File: src/rtl/fdd_track_writeback.sv
// fdd_track_writeback
// Write-back stage for the floppy track buffer. Tracks which 512-byte sectors
// the disk controller has modified and streams each dirty sector back to the
// SD image over the hps_io VD0 write handshake, one sector at a time.
// A flush starts when the head leaves the buffered track, when the buffer has
// been idle for IDLE_CYC cycles, or on an explicit flush_req pulse.
module fdd_track_writeback #(
   parameter int SECS     = 13,
   parameter int IDLE_CYC = 1431818
) (
   input  logic            clk_sys,
   input  logic            reset,
   input  logic [5:0]      track,
   input  logic [5:0]      buf_track,
   input  logic            fd_write_disk,
   input  logic [13:0]     fd_track_addr,
   input  logic            img_mounted,
   input  logic            img_readonly,
   input  logic            flush_req,
   input  logic            sd_ack,
   output logic [31:0]     sd_lba,
   output logic            sd_wr,
   output logic [3:0]      buf_sec,
   output logic            wb_busy,
   output logic            cpu_wait,
   output logic [SECS-1:0] dirty
);

   localparam int TW = $clog2(IDLE_CYC + 1);

   typedef enum logic [1:0] {IDLE, PICK, REQ, XFER} state_t;

   state_t          state;
   logic [TW-1:0]   timer;
   logic            old_ack;
   logic            mounted;
   logic            abort;

   logic [3:0]      wr_sec;
   logic            wr_ok;
   logic            ack_rise;
   logic            ack_fall;
   logic [SECS-1:0] wr_mask;
   logic [SECS-1:0] dirty_nxt;
   logic [3:0]      pick_idx;
   logic [31:0]     t32;
   logic [31:0]     i32;
   logic [31:0]     pick_lba;

   assign wr_sec   = fd_track_addr[12:9];
   assign wr_ok    = fd_write_disk && mounted && !img_readonly &&
                     ({28'd0, wr_sec} < 32'(SECS));
   assign ack_rise = sd_ack && !old_ack;
   assign ack_fall = !sd_ack && old_ack;

   // Next dirty mask: ack clears the sector in flight, a same-cycle controller
   // write to that sector wins, and a new mount discards everything.
   always_comb begin
      wr_mask   = '0;
      dirty_nxt = dirty;
      for (int i = 0; i < SECS; i++) begin
         if (wr_ok && wr_sec == 4'(i))
            wr_mask[i] = 1'b1;
         if (state == REQ && ack_rise && buf_sec == 4'(i))
            dirty_nxt[i] = 1'b0;
      end
      dirty_nxt = dirty_nxt | wr_mask;
      if (img_mounted)
         dirty_nxt = '0;
   end

   // Lowest dirty sector and its LBA; SECS=13 folds to (t<<3)+(t<<2)+t.
   always_comb begin
      pick_idx = 4'd0;
      for (int i = SECS - 1; i >= 0; i--) begin
         if (dirty[i])
            pick_idx = 4'(i);
      end
      t32      = {26'd0, buf_track};
      i32      = {28'd0, pick_idx};
      pick_lba = (SECS == 13) ? ((t32 << 3) + (t32 << 2) + t32 + i32)
                              : (t32 * 32'(SECS) + i32);
   end

   // Idle timer: reloaded by any buffer write, counts down only while dirty data waits.
   always_ff @(posedge clk_sys) begin
      if (reset)
         timer <= TW'(IDLE_CYC);
      else if (fd_write_disk)
         timer <= TW'(IDLE_CYC);
      else if (state == IDLE && dirty != '0 && timer != '0)
         timer <= timer - 1'b1;
   end

   // Flush sequencer with registered handshake outputs and dirty bookkeeping.
   always_ff @(posedge clk_sys) begin
      if (reset) begin
         state    <= IDLE;
         sd_wr    <= 1'b0;
         sd_lba   <= 32'd0;
         buf_sec  <= 4'd0;
         wb_busy  <= 1'b0;
         cpu_wait <= 1'b0;
         dirty    <= '0;
         old_ack  <= 1'b0;
         mounted  <= 1'b0;
         abort    <= 1'b0;
      end else begin
         dirty   <= dirty_nxt;
         old_ack <= sd_ack;
         if (img_mounted)
            mounted <= 1'b1;

         if (img_mounted && state != XFER) begin
            state    <= IDLE;
            sd_wr    <= 1'b0;
            cpu_wait <= 1'b0;
            wb_busy  <= 1'b0;
         end else begin
            case (state)
               IDLE: begin
                  if (dirty != '0 && (track != buf_track || timer == '0 || flush_req)) begin
                     state   <= PICK;
                     wb_busy <= 1'b1;
                  end
               end
               PICK: begin
                  if (dirty == '0) begin
                     state   <= IDLE;
                     wb_busy <= 1'b0;
                  end else begin
                     buf_sec  <= pick_idx;
                     sd_lba   <= pick_lba;
                     sd_wr    <= 1'b1;
                     cpu_wait <= 1'b1;
                     state    <= REQ;
                  end
               end
               REQ: begin
                  if (ack_rise) begin
                     sd_wr <= 1'b0;
                     state <= XFER;
                  end
               end
               XFER: begin
                  if (img_mounted)
                     abort <= 1'b1;
                  if (ack_fall) begin
                     cpu_wait <= 1'b0;
                     if (abort || img_mounted) begin
                        state   <= IDLE;
                        wb_busy <= 1'b0;
                        abort   <= 1'b0;
                     end else begin
                        state <= PICK;
                     end
                  end
               end
               default: state <= IDLE;
            endcase
         end
      end
   end

endmodule

File: config.mk
export PLATFORM = sky130hd
export DESIGN_NAME = fdd_track_writeback
export DESIGN_NICKNAME = d
export VERILOG_FILES = /design/src/rtl/fdd_track_writeback.sv
export SDC_FILE = /design/constraint.sdc
export NUM_CORES = 1
export LEC_CHECK = 0
export CAP_MARGIN = 20
export CORE_MARGIN = 2
export CORE_UTILIZATION = 44
export DETAILED_ROUTE_END_ITERATION = 6
export PLACE_DENSITY = 0.8
export SLEW_MARGIN = 0
export SYNTH_ARGS = -nofsm -noshare
export SYNTH_HDL_FRONTEND = slang
export SYNTH_SLANG_ARGS = --single-unit
File: constraint.sdc
create_clock -name clk_sys -period 6.02 [get_ports clk_sys]
set_input_delay 1.204 -clock clk_sys [delete_from_list [all_inputs] [get_ports clk_sys]]
set_output_delay 1.204 -clock clk_sys [all_outputs]
set_load 0.02 [all_outputs]
==> impl_results.md, run 1 <==
* Least-Margin Pin Slew at 0.901 ns
* CTS clk-pin slew, worst paths at 0.06 ns
* Total global-route track usage at between 10% and 20%
* Number of resized instances in the post-cts repair step at 0
* Post-Route Utilization at between 50% and 60%
* CP delay by family, top: adder cells
* Proportion of register bits with asynchronous set or reset after synthesis at 0%
* Total detailed-routing wirelength at about 8 mm
* Wire length of the first global-routing pass at 13.3 mm
* Full die area at between 0.008 and 0.009 mm^2
* Power density normalized to cell area at roughly 210 mW/mm^2
* Number of violations of the max-capacitance limit at 0
* Summed instance area of the synthesized netlist at about 0.0035 mm^2
* Number of antenna violations at the first check in global routing at 0
* Drt drc at 0
* Placed instance count at ~560
* Result of the run: finished, final reports clean
* Count of H-tree levels built during CTS at 3
* Routing usage on met3 at 4.92%
* Kind of path behind the tightest hold check: reg -> reg
* Vias per cell at about 5.3
* Placer congestion estimate at slightly below 0.9
* Number of placement rows at 32
* Number of iterations in the first detailed-routing pass at 4
* Max transition margin at between 30 and 40%
* Critical-path maximum fanout at 4
* Lkg Pwr at between 1.5 and 2 nW
* Unrepaired setup endpoints after global routing: no
* Share of the cycle needed by the critical path after routing at 68.4%
* Mapped Cells at approximately 420
* Max Freq at ~240 MHz
* Proportion of synthesized chip area in sequential cells at around a third
* Crit-path max cell delay at around 0.60 ns
* Vertical extent of the die at a little over 90 um
* Synthesis-to-layout area growth at 20.8%
* Setup Skew at 0.00790 ns
* EDFF count, synth at 0
* Startpoint Class: input pin
* Setup violations, final at 0
* 1st-iter DRT viols at 157
* Post-CTS Repair Setup Buffers at 0
* Tmin final at between 4 and 5 ns
* Flip-flop and latch count after synthesis at 57
* GR Util met2 at ~34%
* Maximum buffer depth of the clock tree at 2
* Total Neg Setup Slack at 0 ns
* Max-slew violation count at 0
* Hold buffer count at cts at 0
* Largest voltage drop on the vdd net at between 0.0001 and 0.00015 V
* Final design instance area without fill at about 0.0043 mm^2
* Total placed instance area at ~0.0040 mm^2
* # port buffers at between 50 and 60
* Area of the placeable core at ~0.0077 mm^2
* Bufs and invs on worst path at 3
* Cell chain of the critical path: clkdlybuf4s50_1 -> inv_1 -> fa_1 -> inv_1 -> ha_1 -> ha_1 -> fa_1 -> a21o_1 -> a21o_1 -> nand2_1 -> a21oi_1 -> xnor2_1 -> a211oi_2
* Hold violation count in the final report at 0
* Buffer type at the clock tree root: sky130_fd_sc_hd__clkbuf_8
* Half-perimeter wire length after placement at 6.08 mm
* Number of unique standard cell types used by synthesis at 56
* Effective utilization at floorplan at between 40 and 50%
* Global-route met1 utilization at a little under a quarter
* Total number of clock tree sinks at 57
* Final net count at approximately 530
* Clk Latency, worst-skew pair at about 0.33 ns
* Number of global-route vias before repair at between 2000 and 3000
* Routed via count at 3075
* Overflow left after global routing at 0
* Worst Setup End Kind: flip-flop
* Clock tree from TritonCTS: built
* Die extent in x at roughly 93 um
* Number of top-level pins at 85
* Hold Slack at about 0.45 ns
* Largest net degree at the start of global routing at 23
* Data arrival time at the worst-slack endpoint at approximately 4.4 ns
* Ratio of cells with drive above 1 in the final layout at under 10%
* Post-Layout Cell Count at approximately 580
* Most Used Layer, Global Route: met2
* TritonCTS Buffers at 9
* Warnings from Yosys at 0
* Slowest library cell on the worst path: sky130_fd_sc_hd__clkdlybuf4s50_1
* Main synth FF type: sky130_fd_sc_hd__dfxtp_1
* Worst path required time at approximately 6.3 ns
* Average size of a mapped cell at 8.47 um^2
* Total inserted antenna cells at 0
* Number of antenna-violating nets in the routed design at 0
* Worst Path Class, Setup: in -> reg
* Detailed-route wire length per cell at around 14 um
state kept, by name, indices dropped and copies added, names as in the netlist, 4 cells and up, named ones only:
signal	flops
buf_sec	4
timer	21
dirty	13
sd_lba	11
worst register-to-register path, cell delays in order, from the launching register on:
cell	delay [ns]
sky130_fd_sc_hd__dfxtp_1	0.35
sky130_fd_sc_hd__or4_1	0.68
sky130_fd_sc_hd__o21ai_0	0.26
sky130_fd_sc_hd__nand2_1	0.10
sky130_fd_sc_hd__fa_1	0.50
sky130_fd_sc_hd__inv_1	0.05
sky130_fd_sc_hd__ha_1	0.29
sky130_fd_sc_hd__ha_1	0.23
sky130_fd_sc_hd__fa_1	0.40
sky130_fd_sc_hd__a21o_1	0.20
sky130_fd_sc_hd__a21o_1	0.19
sky130_fd_sc_hd__nand2_1	0.11
sky130_fd_sc_hd__a21oi_1	0.09
sky130_fd_sc_hd__xnor2_1	0.14
sky130_fd_sc_hd__a211oi_2	0.20
where the power goes:
| part | internal [mW] | total (mW) | switching (mW) |
|---|---|---|---|
| Sequential | 0.379 | 0.380 | 0.00114 |
| Combinational | 0.0463 | 0.113 | 0.0671 |
| Clock | 0.242 | 0.390 | 0.148 |
| Total | 0.667 | 0.883 | 0.216 |
kinds of logic after synthesis:
family | count (synthesis) | share of synthesized area (%)
and+or+nand+nor | 163 | 24.1
AOI/OAI and AO/OA | 89 | 16.9
DFF | 57 | 32.4
buffers and inverters | 50 | 8.10
adders and majority gates | 30 | 11.9
xor gates and xnor gates | 26 | 6.47
other | 1 | 0.106
layout make-up:
type / count / area [um^2]
Clock buffer: 12 / 145
Clock inverter: 3 / 65.1
Fill cell: 692 / 3470
Inverter: 20 / 75.1
Multi-Input combinational cell: 329 / 2170
Sequential cell: 57 / 1140
Tap cell: 102 / 128
Timing Repair Buffer: 53 / 531
path summary, 6_finish.rpt:
kind	start	to	slack, ns	cells past startpoint
max	buf_track[0]	sd_lba[8]	1.90	13
min	sd_lba[5]	sd_lba[5]	0.45	2
min reg2reg	sd_lba[5]	sd_lba[5]	0.45	2
max reg2reg	dirty[11]	sd_lba[8]	2.14	14
Yosys cell counts (all sizes together), types with 6 or more instances:
| cell | number | share of area [%] |
|---|---|---|
| inv | 20 | 2.1 |
| or3 | 6 | 1.2 |
| ha | 24 | 8.5 |
| dfxtp | 57 | 32 |
| xnor2 | 14 | 3.5 |
| xor2 | 12 | 3.0 |
| nand3 | 7 | 0.99 |
| nor3 | 8 | 1.1 |
| a21oi | 38 | 5.4 |
| buf | 26 | 5.5 |
| nand2b | 10 | 1.8 |
| o21ai | 20 | 2.8 |
| or4 | 8 | 2.1 |
| fa | 6 | 3.4 |
| nand2 | 51 | 5.4 |
| nor4 | 11 | 2.1 |
| nor2 | 37 | 4.2 |
per-stage QoR:
stage / setup WS, ns / power [mW]
after detailed placement: 1.57 / 0.500
after floorplan: 2.33 / 0.476
after global placement: 1.63 / 0.496
after CTS: 1.90 / 0.891
final: 1.90 / 0.883
after global routing: 1.73 / 0.923
per-layer routing:
layer / share of wire, % / vias to the layer above / wire, um
met1: 43 / 1453 / 3420
met5: 0 / - / 0
met4: 0.91 / 0 / 73
met3: 5.7 / 7 / 457
li1: - / 1519 / -
met2: 51 / 96 / 4080
layout by cell type (no fill, tap or decap), types with 3 or more instances in the layout:
master | synthesis | layout
sky130_fd_sc_hd__and3_1 | 3 | 3
sky130_fd_sc_hd__clkbuf_8 | 0 | 10
sky130_fd_sc_hd__o21bai_1 | 3 | 3
sky130_fd_sc_hd__nor2_1 | 36 | 36
sky130_fd_sc_hd__dfxtp_1 | 57 | 57
sky130_fd_sc_hd__ha_1 | 24 | 24
sky130_fd_sc_hd__inv_1 | 20 | 20
sky130_fd_sc_hd__or4_1 | 4 | 4
sky130_fd_sc_hd__a211oi_2 | 3 | 3
sky130_fd_sc_hd__nor4_1 | 10 | 10
sky130_fd_sc_hd__nand2b_1 | 10 | 10
sky130_fd_sc_hd__nor3b_1 | 3 | 3
sky130_fd_sc_hd__or4_4 | 4 | 4
sky130_fd_sc_hd__nand3_1 | 7 | 7
sky130_fd_sc_hd__fa_1 | 6 | 6
sky130_fd_sc_hd__clkdlybuf4s50_1 | 0 | 53
sky130_fd_sc_hd__conb_1 | 1 | 21
sky130_fd_sc_hd__nor3_1 | 8 | 8
sky130_fd_sc_hd__or2_2 | 4 | 4
sky130_fd_sc_hd__o21ai_1 | 3 | 3
sky130_fd_sc_hd__o211ai_1 | 5 | 5
sky130_fd_sc_hd__xnor2_1 | 14 | 14
sky130_fd_sc_hd__and2_1 | 3 | 3
sky130_fd_sc_hd__nand2_1 | 51 | 51
sky130_fd_sc_hd__xor2_1 | 12 | 12
sky130_fd_sc_hd__or3_1 | 5 | 5
sky130_fd_sc_hd__a21oi_1 | 38 | 38
sky130_fd_sc_hd__o31ai_1 | 3 | 3
sky130_fd_sc_hd__o21ai_0 | 17 | 17
No activity file was read; power rests on OpenSTA's default activity.
==> inputs of run 2 (changes only) <==
- clock period: 6.02 -> 4.2 ns (I/O delays scaled with it)
==> impl_results.md, run 2 (synthesis results as in run 1) <==
* Hold buffer count at cts at 0 (unchanged)
* Drt drc at 0 (unchanged)
* Post-layout total power at 1.14 mW (+29%)
* Largest voltage drop on the vdd net at 0.000262 V (+130%)
* Clk Latency, worst-skew pair at 0.34 ns (about the same)
* Total global-route track usage at 18.8% (-0.21 points)
* Endpoint with the worst hold slack: sd_lba[5]
* Total number of clock tree sinks at 57 (unchanged)
* Number of top-level pins at 85 (unchanged)
* Tmin final at 4.03 ns
* Worst Path Class, Setup: reg -> reg
* TritonCTS Buffers at 9 (unchanged)
* Post-CTS Repair Setup Buffers at 0 (unchanged)
* Worst Reg-to-Reg Cells at 14 (unchanged)
* Total Neg Setup Slack at 0 ns (unchanged)
* Ratio of cells with drive above 1 in the final layout at 8.14% (+1.2 points)
* Number of antenna violations at the first check in global routing at 0 (unchanged)
* Clock tree from TritonCTS: built
* Number of violations of the max-capacitance limit at 0 (unchanged)
* Placer congestion estimate at 0.903 (+1.1%)
* CP delay by family, top: adder cells
* Overflow left after global routing at 0 (unchanged)
* Number of cells on the worst hold path at 2 (unchanged)
* Detailed-route wire length per cell at 13.5 um (-2.9%)
* Flip-flop count of the largest register after layout at 21 (unchanged)
* Max Freq at roughly 250 MHz
* Routed via count at 3095 (+0.65%)
* Number of antenna-violating nets in the routed design at 0 (unchanged)
* Full die area at 0.00874 mm^2 (unchanged)
* Kind of path behind the tightest hold check: reg -> reg
* Setup Skew at 0.0164 ns (+0.00852 ns)
* Data arrival time at the worst-slack endpoint at 4.28 ns (-0.07 ns)
* Most common cell after layout, fill and taps aside: sky130_fd_sc_hd__dfxtp_1
* Buffer type at the clock tree root: sky130_fd_sc_hd__clkbuf_8
* Effective utilization at floorplan at 45.6% (unchanged)
* Result of the run: finished, final reports clean
* Slowest library cell on the worst path: sky130_fd_sc_hd__or4_1
* Critical-path maximum fanout at 5 (+1)
* Hold Slack at 0.451 ns (-0.000629 ns)
* Count of fill cells added during filler insertion at 721 (+4.2%)
* Max-slew violation count at 0 (unchanged)
* Bufs and invs on worst path at 1 (-2)
* Number of global-route vias before repair at 2953 (-1.2%)
* Cell count along the critical path at 14 (+1)
* Top flop regs: timer (21), dirty (13), sd_lba (11)
* Least-Margin Pin Slew at 0.703 ns (-0.199 ns)
* Area of the placeable core at 0.00773 mm^2 (unchanged)
* Half-perimeter wire length after placement at 5.97 mm (-1.7%)
* Vias per cell at 5.33 (-0.22%)
* Register-to-register path setup slack at 0.17 ns (-1.97 ns)
* Number of placement rows at 32 (unchanged)
* Synthesis-to-layout area growth at 20.3%
* Worst R2R Start: dirty[11]
* Crit-path max cell delay at 0.68 ns (+0.08 ns)
* Most frequent cells in the layout: sky130_fd_sc_hd__dfxtp_1 (57), sky130_fd_sc_hd__clkdlybuf4s50_1 (53), sky130_fd_sc_hd__nand2_1 (51)
* Reg-to-reg endpoint: sd_lba[8]
* Vertical extent of the die at 93.5 um (unchanged)
* Unrepaired setup endpoints after global routing: no
* Count of H-tree levels built during CTS at 3 (unchanged)
* CTS clk-pin slew, worst paths at 0.08 ns (+0.02 ns)
* Total detailed-routing wirelength at 7.87 mm (-2.1%)
* Cell chain of the critical path: or4_1 -> o21ai_0 -> nand2_1 -> fa_1 -> inv_1 -> ha_1 -> ha_1 -> fa_1 -> a21o_1 -> a21o_1 -> nand2_1 -> a21oi_1 -> xnor2_1 -> a211oi_2
* Startpoint of the worst hold path: sd_lba[5]
* # port buffers at 53 (unchanged)
* Register with the highest flop count: timer
* Worst Setup End Kind: flip-flop
* 1st-iter DRT viols at 149 (-5.1%)
* Hold violation count in the final report at 0 (unchanged)
* Number of iterations in the first detailed-routing pass at 4 (unchanged)
* Wire length of the first global-routing pass at 13.3 mm (about the same)
* Number of resized instances in the post-cts repair step at 0 (unchanged)
* Power density normalized to cell area at 270 mW/mm^2 (+30%)
* Worst path required time at 4.45 ns (-1.81 ns)
* Setup violations, final at 0 (unchanged)
* Die extent in x at 93.5 um (unchanged)
* Startpoint Class: flip-flop
* Lkg Pwr at 1.53 nW (-0.35%)
* Largest net degree at the start of global routing at 18 (-22%)
* Maximum buffer depth of the clock tree at 2 (unchanged)
* Max transition margin at 53.0% (+13 points)
* Final net count at 537 (+0.75%)
* Total inserted antenna cells at 0 (unchanged)
* Share of the cycle needed by the critical path after routing at a little over nine tenths
-- run 2: changes by cell type in the layout (fill, tap and decap cells not counted), sizes merged --
cell / before / now
clkinv: 1 / 4
bufinv: 2 / 0
clkinvlp: 0 / 2
clkbuf: 12 / 10
buf: 0 / 4
-- run 2: worst max path at each step --
stage | startpoint | endpoint | slack (ns)
after detailed placement | buf_track[0] | sd_lba[8] | 0.12
after CTS | dirty[11] | sd_lba[8] | 0.21
after global routing | dirty[11] | sd_lba[8] | 0.004
after global placement | buf_track[0] | sd_lba[8] | 0.22
final | dirty[11] | sd_lba[8] | 0.17
after floorplan | dirty[11] | sd_lba[8] | 0.54
-- run 2: area by class of cell --
cell class	instances	area (um^2)	share of cell area (%)
multi-input cells	329	2170	51.2
clock inverters	6	35.0	0.827
well taps	102	128	3.01
clock buffers	10	128	3.01
inverters	20	75.1	1.77
flip-flops and latches	57	1140	26.9
repair buffers	57	561	13.2
-- run 2: metal layers --
| metal | vias up | track usage (%) | wire [um] |
|---|---|---|---|
| met5 | - | 0 | 0 |
| met3 | 16 | 4.51 | 417 |
| met4 | 0 | 7.23 | 140 |
| li1 | 1529 | - | - |
| met1 | 1461 | 23.0 | 3510 |
| met2 | 89 | 31.7 | 3800 |
-- run 2: per-stage QoR --
step                      instances  utilization (%)  setup WS (ns)  area [um^2]
after CTS                       581             54.8          0.214         4240
after global routing            581             54.8        0.00368         4240
after detailed placement        565             52.7          0.124         4080
after floorplan                 436                -          0.539         3600
final                           581             54.8          0.171         4240
after global placement          565             52.7          0.222         4080
-- run 2: worst reg2reg max path, delay by kind of cell, from the launching register on --
kind	cells	cell delay, ns
AOI/OAI and AO/OA	5	1.01
and+or+nand+nor	3	0.93
xor gates and xnor gates	1	0.15
DFF	1	0.35
buffers and inverters	1	0.04
adders and majority gates	4	1.45
-- run 2: where the power goes --
| part | switching [mW] | internal, mW | total (mW) |
|---|---|---|---|
| logic | 0.0965 | 0.0691 | 0.166 |
| registers | 0.00157 | 0.542 | 0.544 |
| clock network | 0.223 | 0.209 | 0.433 |
==> inputs of run 3 (changes only) <==
- REMOVE_ABC_BUFFERS: not set -> 1
==> impl_results.md, run 3 (synthesis results as in run 1) <==
* Clock tree from TritonCTS: built
* Max-slew violation count at 0 (unchanged)
* Area of the placeable core at 0.00773 mm^2 (unchanged)
* Detailed-route wire length per cell at 14.0 um (+3.4%)
* Placer congestion estimate at 0.839 (-7.2%)
* Number of violations of the max-capacitance limit at 0 (unchanged)
* Bufs and invs on worst path at 1 (unchanged)
* Number of resized instances in the post-cts repair step at 0 (unchanged)
* Number of top-level pins at 85 (unchanged)
* Clk Latency, worst-skew pair at 0.35 ns (about the same)
* Unrepaired setup endpoints after global routing: no
* Total inserted antenna cells at 0 (unchanged)
* Data arrival time at the worst-slack endpoint at 4.18 ns (-0.10 ns)
* Max Freq at 256 MHz (+3.0%)
* Count of fill cells added during filler insertion at 699 (-3.1%)
* Most common cell after layout, fill and taps aside: sky130_fd_sc_hd__dfxtp_1
* Largest net degree at the start of global routing at 18 (unchanged)
* Wire length of the first global-routing pass at 13.8 mm (+3.7%)
* Routed via count at 3123 (+0.90%)
* Total number of clock tree sinks at 57 (unchanged)
* Full die area at 0.00874 mm^2 (unchanged)
* Top flop regs: timer (21), dirty (13), sd_lba (11)
* # port buffers at 53 (unchanged)
* Number of iterations in the first detailed-routing pass at 4 (unchanged)
* Most frequent cells in the layout: sky130_fd_sc_hd__dfxtp_1 (57), sky130_fd_sc_hd__clkdlybuf4s50_1 (53), sky130_fd_sc_hd__nand2_1 (51)
* Largest voltage drop on the vdd net at 0.000172 V (-34%)
* Crit-path max cell delay at 0.68 ns (about the same)
* Flip-flop count of the largest register after layout at 21 (unchanged)
* Final Worst Setup Slack at 0.288 ns (+0.116 ns)
* Vertical extent of the die at 93.5 um (unchanged)
* Worst Reg-to-Reg Cells at 14 (unchanged)
* Kind of path behind the tightest hold check: reg -> reg
* Effective utilization at floorplan at 45.6% (unchanged)
* Post-layout total power at 1.25 mW (+9.2%)
* Half-perimeter wire length after placement at 6.15 mm (+2.9%)
* Least-Margin Pin Slew at 0.794 ns (+0.0910 ns)
* 1st-iter DRT viols at 96 (-36%)
* Synthesis-to-layout area growth at 21.5%
* Number of placement rows at 32 (unchanged)
* Setup Skew at 0.00541 ns (-0.0110 ns)
* Vias per cell at 5.38 (+0.90%)
* Total Neg Setup Slack at 0 ns (unchanged)
* Setup violations, final at 0 (unchanged)
* Power density normalized to cell area at 291 mW/mm^2 (+8.1%)
* Slowest library cell on the worst path: sky130_fd_sc_hd__or4_1
* Number of cells on the worst hold path at 2 (unchanged)
* Ratio of cells with drive above 1 in the final layout at 8.35% (+0.21 points)
* Number of antenna-violating nets in the routed design at 0 (unchanged)
* Total detailed-routing wirelength at 8.14 mm (+3.4%)
* Count of H-tree levels built during CTS at 3 (unchanged)
* Hold buffer count at cts at 0 (unchanged)
* Worst path required time at 4.47 ns (+0.02 ns)
* Max transition margin at 46.9% (-6.1 points)
* Tmin final at 3.91 ns (-0.116 ns)
* Post-CTS Repair Setup Buffers at 0 (unchanged)
* Final design instance area without fill at 0.00428 mm^2 (+1.0%)
* Die extent in x at 93.5 um (unchanged)
* Number of global-route vias before repair at 3113 (+5.4%)
* Area of the multi-input gates at 0.00217 mm^2 (unchanged)
* Total placed instance area at 0.00408 mm^2 (unchanged)
* Drt drc at 0 (unchanged)
* TritonCTS Buffers at 9 (unchanged)
* Share of the cycle needed by the critical path after routing at 93.2% (-2.8 points)
* Register with the highest flop count: timer
* Total global-route track usage at 19.7% (+0.96 points)
* CTS clk-pin slew, worst paths at 0.07 ns (about the same)
* Placement Setup Slack at 0.137 ns (+0.0132 ns)
* Final net count at 537 (unchanged)
* Cell chain of the critical path: or4_1 -> o21ai_0 -> nand2_1 -> fa_1 -> inv_1 -> ha_1 -> ha_1 -> fa_1 -> a21o_1 -> a21o_1 -> nand2_1 -> a21oi_1 -> xnor2_1 -> a211oi_2
* Lkg Pwr at 1.55 nW (+1.1%)
* Startpoint Class: flip-flop
* Number of antenna violations at the first check in global routing at 0 (unchanged)
* Result of the run: finished, final reports clean
* Critical-path maximum fanout at 5 (unchanged)
* Worst Path Class, Setup: reg -> reg
* Maximum buffer depth of the clock tree at 2 (unchanged)
* Cell count along the critical path at 14 (unchanged)
* Worst Setup End Kind: flip-flop
* CP delay by family, top: adder cells
* Area of all sequential standard cells at 0.00114 mm^2 (unchanged)
* Overflow left after global routing at 0 (unchanged)
* Buffer type at the clock tree root: sky130_fd_sc_hd__clkbuf_8
* Hold violation count in the final report at 0 (unchanged)
[run 3: worst paths after layout]
check / from / endpoint / slack (ns)
hold / removal: sd_lba[0] / sd_lba[0] / 0.45
setup reg to reg: dirty[11] / sd_lba[8] / 0.29
hold reg to reg: sd_lba[0] / sd_lba[0] / 0.45
setup / recovery: dirty[11] / sd_lba[8] / 0.29
[run 3: cell type report]
cell class              count  share of cell area (%)
repair buffers             57                    13.1
clock buffers              10                    3.22
well taps                 102                    2.98
multi-input cells         329                    50.7
flip-flops and latches     57                    26.7
clock inverters             6                    1.58
inverters                  20                    1.75
[run 3: report_power, final]
group	internal, mW	switching, mW	leakage [nW]
sequential	0.542	0.00162	0.460
combinational	0.0692	0.0993	0.992
clock	0.291	0.244	0.0985
[run 3: per-layer routing]
| metal | track usage, % | vias to the layer above | share of wire [%] |
|---|---|---|---|
| li1 | - | 1526 | - |
| met1 | 23.3 | 1463 | 42 |
| met2 | 33.8 | 111 | 49 |
| met3 | 5.16 | 23 | 6.0 |
| met4 | 8.33 | 0 | 2.6 |
| met5 | 0 | - | 0 |
[run 3: worst register-to-register path, stage by stage (launching register included)]
cell	delay, ns
sky130_fd_sc_hd__dfxtp_1	0.34
sky130_fd_sc_hd__or4_1	0.68
sky130_fd_sc_hd__o21ai_0	0.30
sky130_fd_sc_hd__nand2_1	0.11
sky130_fd_sc_hd__fa_1	0.50
sky130_fd_sc_hd__inv_1	0.04
sky130_fd_sc_hd__ha_1	0.29
sky130_fd_sc_hd__ha_1	0.24
sky130_fd_sc_hd__fa_1	0.42
sky130_fd_sc_hd__a21o_1	0.20
sky130_fd_sc_hd__a21o_1	0.18
sky130_fd_sc_hd__nand2_1	0.10
sky130_fd_sc_hd__a21oi_1	0.09
sky130_fd_sc_hd__xnor2_1	0.14
sky130_fd_sc_hd__a211oi_2	0.20
[run 3: through the flow]
stage          hold slack [ns]  util (%)  instances
6_report                 0.455      55.4        581
5_1_grt                  0.471      55.4        581
4_1_cts                  0.456      55.4        581
3_5_place_dp             0.446      52.7        565
3_3_place_gp             0.442      52.7        565
2_1_floorplan            0.438         -        406
